===== src/rtl/mem_stage_ctrl.sv =====
// mem_stage_ctrl: MEM-stage data-bus master with MEM/WB register, ack timeout and stall generation.
// Define MEM_MISALIGN_CHECK_EN to reject word-misaligned accesses without touching the bus.
module mem_stage_ctrl #(
  parameter int WAIT_MAX = 15
) (
  input  logic        clk,
  input  logic        reset,
  input  logic        Zero_out,
  input  logic [31:0] ALU_result_out,
  input  logic [31:0] AddSum_out,
  input  logic [31:0] mux22_out_out,
  input  logic [4:0]  RD_EX_out,
  input  logic        MemRead_MEM,
  input  logic        MemtoReg_MEM,
  input  logic        MemWrite_MEM,
  input  logic        RegWrite_MEM,
  input  logic        Branch_MEM,
  output logic        dmem_req,
  output logic        dmem_we,
  output logic [31:0] dmem_addr,
  output logic [31:0] dmem_wdata,
  input  logic        dmem_ack,
  input  logic [31:0] dmem_rdata,
  output logic        stall,
  output logic        PCSrc,
  output logic [31:0] branch_target,
  output logic [31:0] ReadData_WB,
  output logic [31:0] ALU_result_WB,
  output logic [4:0]  RD_WB,
  output logic        RegWrite_WB,
  output logic        MemtoReg_WB,
  output logic        bus_err,
  output logic        misalign_err
);
  localparam int CW = $clog2(WAIT_MAX + 1);
  typedef enum logic [1:0] {IDLE, ACCESS, RESP} state_t;
  state_t r_state, w_next;
  logic [CW-1:0] r_cnt;
  logic r_req, r_we, r_to, r_mis;
  logic [31:0] r_addr, r_wdata, r_rdata;
  logic [31:0] r_rd_wb, r_alu_wb;
  logic [4:0] r_rdst_wb;
  logic r_rw_wb, r_mtr_wb;
  logic w_memop, w_mis, w_issue, w_ack, w_to, w_resp;
  assign w_memop = MemRead_MEM | MemWrite_MEM;
`ifdef MEM_MISALIGN_CHECK_EN
  assign w_mis = w_memop && ALU_result_out[1:0] != 2'b00;
  assign misalign_err = w_resp && r_mis;
`else
  assign w_mis = 1'b0;
  assign misalign_err = 1'b0;
`endif
  assign w_issue = r_state == IDLE && w_memop;
  assign w_ack = r_state == ACCESS && dmem_ack;
  assign w_to = r_state == ACCESS && !dmem_ack && r_cnt == CW'(WAIT_MAX - 1);
  assign w_resp = r_state == RESP;
  assign PCSrc = Branch_MEM & Zero_out;
  assign branch_target = AddSum_out;
  assign bus_err = w_resp && r_to;
  assign dmem_req = r_req;
  assign dmem_we = r_we;
  assign dmem_addr = r_addr;
  assign dmem_wdata = r_wdata;
  assign ReadData_WB = r_rd_wb;
  assign ALU_result_WB = r_alu_wb;
  assign RD_WB = r_rdst_wb;
  assign RegWrite_WB = r_rw_wb;
  assign MemtoReg_WB = r_mtr_wb;
  always_ff @(posedge clk or posedge reset)
    if (reset) r_state <= IDLE;
    else r_state <= w_next;
  always_comb begin
    w_next = r_state;
    stall = w_issue || r_state == ACCESS;
    w_next = w_resp ? IDLE : w_issue ? (w_mis ? RESP : ACCESS) : (w_ack || w_to) ? RESP : r_state;
  end
  always_ff @(posedge clk or posedge reset)
    if (reset) begin
      r_cnt <= '0;
      r_req <= 1'b0;
      r_we <= 1'b0;
      r_to <= 1'b0;
      r_mis <= 1'b0;
      r_addr <= '0;
      r_wdata <= '0;
      r_rdata <= '0;
      r_rd_wb <= '0;
      r_alu_wb <= '0;
      r_rdst_wb <= '0;
      r_rw_wb <= 1'b0;
      r_mtr_wb <= 1'b0;
    end else begin
      if (w_issue) begin
        r_cnt <= '0;
        r_rdata <= '0;
        r_to <= 1'b0;
        r_mis <= w_mis;
        if (!w_mis) begin
          r_req <= 1'b1;
          r_we <= MemWrite_MEM;
          r_addr <= ALU_result_out;
          r_wdata <= mux22_out_out;
        end
      end
      if (w_ack) begin
        r_req <= 1'b0;
        if (!r_we) r_rdata <= dmem_rdata;
      end else if (w_to) begin
        r_req <= 1'b0;
        r_to <= 1'b1;
      end else if (r_state == ACCESS) r_cnt <= r_cnt + 1'b1;
      // Faulted accesses still retire through MEM/WB, but must not write the register file.
      r_alu_wb <= stall ? '0 : ALU_result_out;
      r_rdst_wb <= stall ? '0 : RD_EX_out;
      r_mtr_wb <= !stall && MemtoReg_MEM;
      r_rw_wb <= !stall && RegWrite_MEM && !(w_resp && (r_to || r_mis));
      r_rd_wb <= (!stall && w_resp) ? r_rdata : '0;
    end
endmodule


===== config.mk =====
export PLATFORM = sky130hd
export DESIGN_NAME = mem_stage_ctrl
export DESIGN_NICKNAME = d
export VERILOG_FILES = /design/src/rtl/mem_stage_ctrl.sv
export SDC_FILE = /design/constraint.sdc
export NUM_CORES = 1
export LEC_CHECK = 0
export BUFFER_PORTS_ARGS = -buffer_cell sky130_fd_sc_hd__buf_2
export CAP_MARGIN = 20
export CORE_AREA = 2 2 152 117
export CTS_CLUSTER_DIAMETER = 100
export DETAILED_ROUTE_END_ITERATION = 8
export DIE_AREA = 0 0 154 119
export PLACE_DENSITY = 0.7
export SETUP_SLACK_MARGIN = 0.15
export SLEW_MARGIN = 20
export SYNTH_ARGS = -nofsm -noshare
export SYNTH_HDL_FRONTEND = slang
export SYNTH_SLANG_ARGS = --single-unit

===== constraint.sdc =====
create_clock -name clk -period 7.9 [get_ports clk]
set_clock_uncertainty 0.15 [all_clocks]
set_input_delay 0.79 -clock clk [delete_from_list [all_inputs] [get_ports clk]]
set_output_delay 0.79 -clock clk [all_outputs]
set_load 0.02 [all_outputs]

==> flow_summary.toml <==
[clocking]
htree_num_levels = 4
postCtsSetupRepairBufs = 0
path_clk_slew_ns = 0.07
cts_tree = "yes"
cts_buffer_depth = 2
clock_latency_ns = 0.42
ctsResizeCount = 0
cts_hold_buf = 0
numCtsBuffers = 17
cts_root_buf = "clkbuf_16"
cts_sinks = 176

[floorplanning]
initial_utilization = 0.390
row_count = 42
die_h_um = 119
dieWidth_um = 154
die_area_mm2 = 0.0183
coreArea_mm2 = 0.0171
io_pins = 315

[critical_path]
cp.required_ns = 6.96
crit_type = "reg2out"
worstSetupStartpointType = "register"
cp_slowest_cell = "nor2_4"
critical_path.cell_chain = "nor3_1 > nor2_4 > buf_2"
critPathMaxStageDelay_ns = 0.72
path_max_fanout = 40
r2r_setup_slack_ns = 5.60
worst_setup_path_end_kind = "output port"
critPathArrivalTime_ns = 2.17

[layout]
final_nets = 801
drive_above_1_share = 0.537
final_area_mm2 = 0.00845
area_delta_synth_final_pct = 27.0

[detailed_routing]
remaining_drc_errors = 0
wirelength_mm = 14.6
ant_nets = 0
wire_per_inst_um = 16.4
dr.pass1.iters = 6
drt_iter0_markers = 201
viasPerCell = 4.66
vias = 4155

[sta]
period_minus_slack_ns = 3.11
slew_viol_final = 0
slew_headroom = 0.366
rsz0062_at_grt = "no"
fin_crit_sh = 0.393
setup_tns_ns = 0
clock.fmax_ghz = 0.322
finalHoldViolations = 0
setup_violations = 0
worst_pin_slew_ns = 0.948

[power_and_ir_drop]
vdd_ir_drop_max_mv = 0.165
switching_share = 0.360
clkPwrFrac = 0.233
power_frac_seq = 0.401
power.internal_mw = 2.25
power_switching_mw = 1.27
power_frac_comb = 0.365
cellPowerDensity_mw_per_mm2 = 416
power_leakage_nw = 4.46

[grt]
antenna_found_initial = 1
grt_start_max_net_pins = 99
grt_first_pass_wirelength_mm = 23.1
grt-ovfl-total = 0
grt_use_total = 0.164
grt_pass1_vias = 4341

[logic_synthesis]
synth_area_per_cell_um2 = 15.2
ys_seq_elements = 176
synth_area_leaders = "dfrtp_1 (66%), mux2_2 (7.3%), mux2_4 (5.0%), a22o_1 (4.3%), buf_4 (4.2%)"
synth-edff-count = 0
post-synth-top-area-fraction = 0.662
synth_area_leader_cell = "dfrtp_1"
synthesis.nets = 582
synth_ff_type = "dfrtp_1"
synth_seq_area_share = 0.662
syn-instance-count = 438
yosysWarnings = 0
synth_cell_types = 32
async_flop_share = 1.00
syn_area_mm2 = 0.00665

[job]
max-cap-violations = 0

[placed_design]
io_buffer_count = 249
dpl-instance-area_mm2 = 0.00781
gp_congestion = 0.783
hpwl_mm = 10.5

[hold_path]
hold_class = "reg2reg"

[status]
status = "complete, no violations"
-- Yosys cell counts, types with 4 or more instances --
library cell,n
o21ai_0,4
mux2_2,43
clkbuf_1,4
buf_2,4
buf_4,37
and2_1,34
mux2_4,22
buf_6,9
nor2b_1,39
a22o_1,33
dfrtp_1,176
mux2i_1,4
-- flip-flops by register name, summed over array words and instances, names as in the netlist --
signal,cells
ReadData_WB,32
r_state,2
ALU_result_WB,32
r_to,1
dmem_addr,32
r_cnt,4
RegWrite_WB,1
RD_WB,5
dmem_req,1
dmem_we,1
r_rdata,32
dmem_wdata,32
MemtoReg_WB,1
-- stage by stage --
step	util	power, mW	setup slack [ns]	std cells	hold WS (ns)
floorplan	-	2.32	2.19	438	0.304
global placement	0.457	2.66	4.91	856	0.309
detailed placement	0.457	2.72	4.85	856	0.317
CTS	0.491	3.55	4.70	888	0.332
global route	0.494	3.71	4.59	890	0.345
finish	0.495	3.51	4.79	891	0.331
-- worst paths after layout --
path                                         from                          to  cells after the start
min in group asynchronous                   reset  dmem_wdata[13]$_DFFE_PP0P_                      2
hold / removal              r_rdata[24]$_DFF_PP0_   ReadData_WB[24]$_DFF_PP0_                      1
setup reg to reg           r_state[1]$_DFFE_PP0P_   dmem_wdata[5]$_DFFE_PP0P_                      4
hold reg to reg             r_rdata[24]$_DFF_PP0_   ReadData_WB[24]$_DFF_PP0_                      1
max in group asynchronous                   reset        r_rdata[0]$_DFF_PP0_                      4
setup / recovery           r_state[0]$_DFFE_PP0P_                       stall                      3
-- routing by layer --
layer | GRT usage | share of wire | up-vias
met5 | 0 | 0 | -
met4 | 0.0777 | 0.028 | 0
met3 | 0.0571 | 0.075 | 35
met2 | 0.263 | 0.49 | 162
met1 | 0.198 | 0.40 | 2071
li1 | - | - | 1887
-- power by group through the flow --
| stage | clock network (mW) | logic (mW) | registers (mW) |
|---|---|---|---|
| after floorplan | 0 | 0.609 | 1.71 |
| after global placement | 0 | 1.26 | 1.40 |
| after detailed placement | 0 | 1.29 | 1.42 |
| after CTS | 0.842 | 1.29 | 1.41 |
| after global routing | 0.887 | 1.37 | 1.45 |
| final | 0.819 | 1.28 | 1.41 |
-- area by class of cell --
type | count | area (µm²)
Antenna cell | 1 | 2.50
Clock buffer | 20 | 457
Clock inverter | 12 | 123
Fill cell | 1463 | 8630
Inverter | 4 | 20.0
Multi-Input combinational cell | 204 | 1840
Sequential cell | 176 | 4400
Tap cell | 220 | 275
Timing Repair Buffer | 254 | 1320
-- cells in the final DEF, fill, tap and decap left out, types with 2 or more instances in the layout --
master,n
a22o_1,33
and2_1,34
and3_1,2
buf_16,2
buf_2,249
buf_4,3
clkbuf_16,17
clkbuf_8,2
clkinv_2,2
dfrtp_1,176
ha_1,2
inv_1,2
inv_6,6
inv_8,2
mux2_2,43
mux2_4,22
mux2i_1,4
nand2_1,3
nand3_1,3
nor2_4,2
nor2b_1,39
o21ai_0,4
-- cells by family after synthesis --
family          Yosys count  share of synthesized area
compound gates           43                     0.0564
fa+ha+maj                 2                    0.00376
buf+inv                  58                     0.0645
flops                   176                      0.662
mux                      69                      0.128
other cells               1                   0.000564
simple gates             89                     0.0843
-- worst max-delay path, delay by kind of cell, from the launching register on --
| family | cells | cell delay (ns) |
|---|---|---|
| buf+inv | 1 | 0.31 |
| flops | 1 | 0.56 |
| simple gates | 2 | 0.87 |
Note: power is estimated with default switching activity, not from simulation.
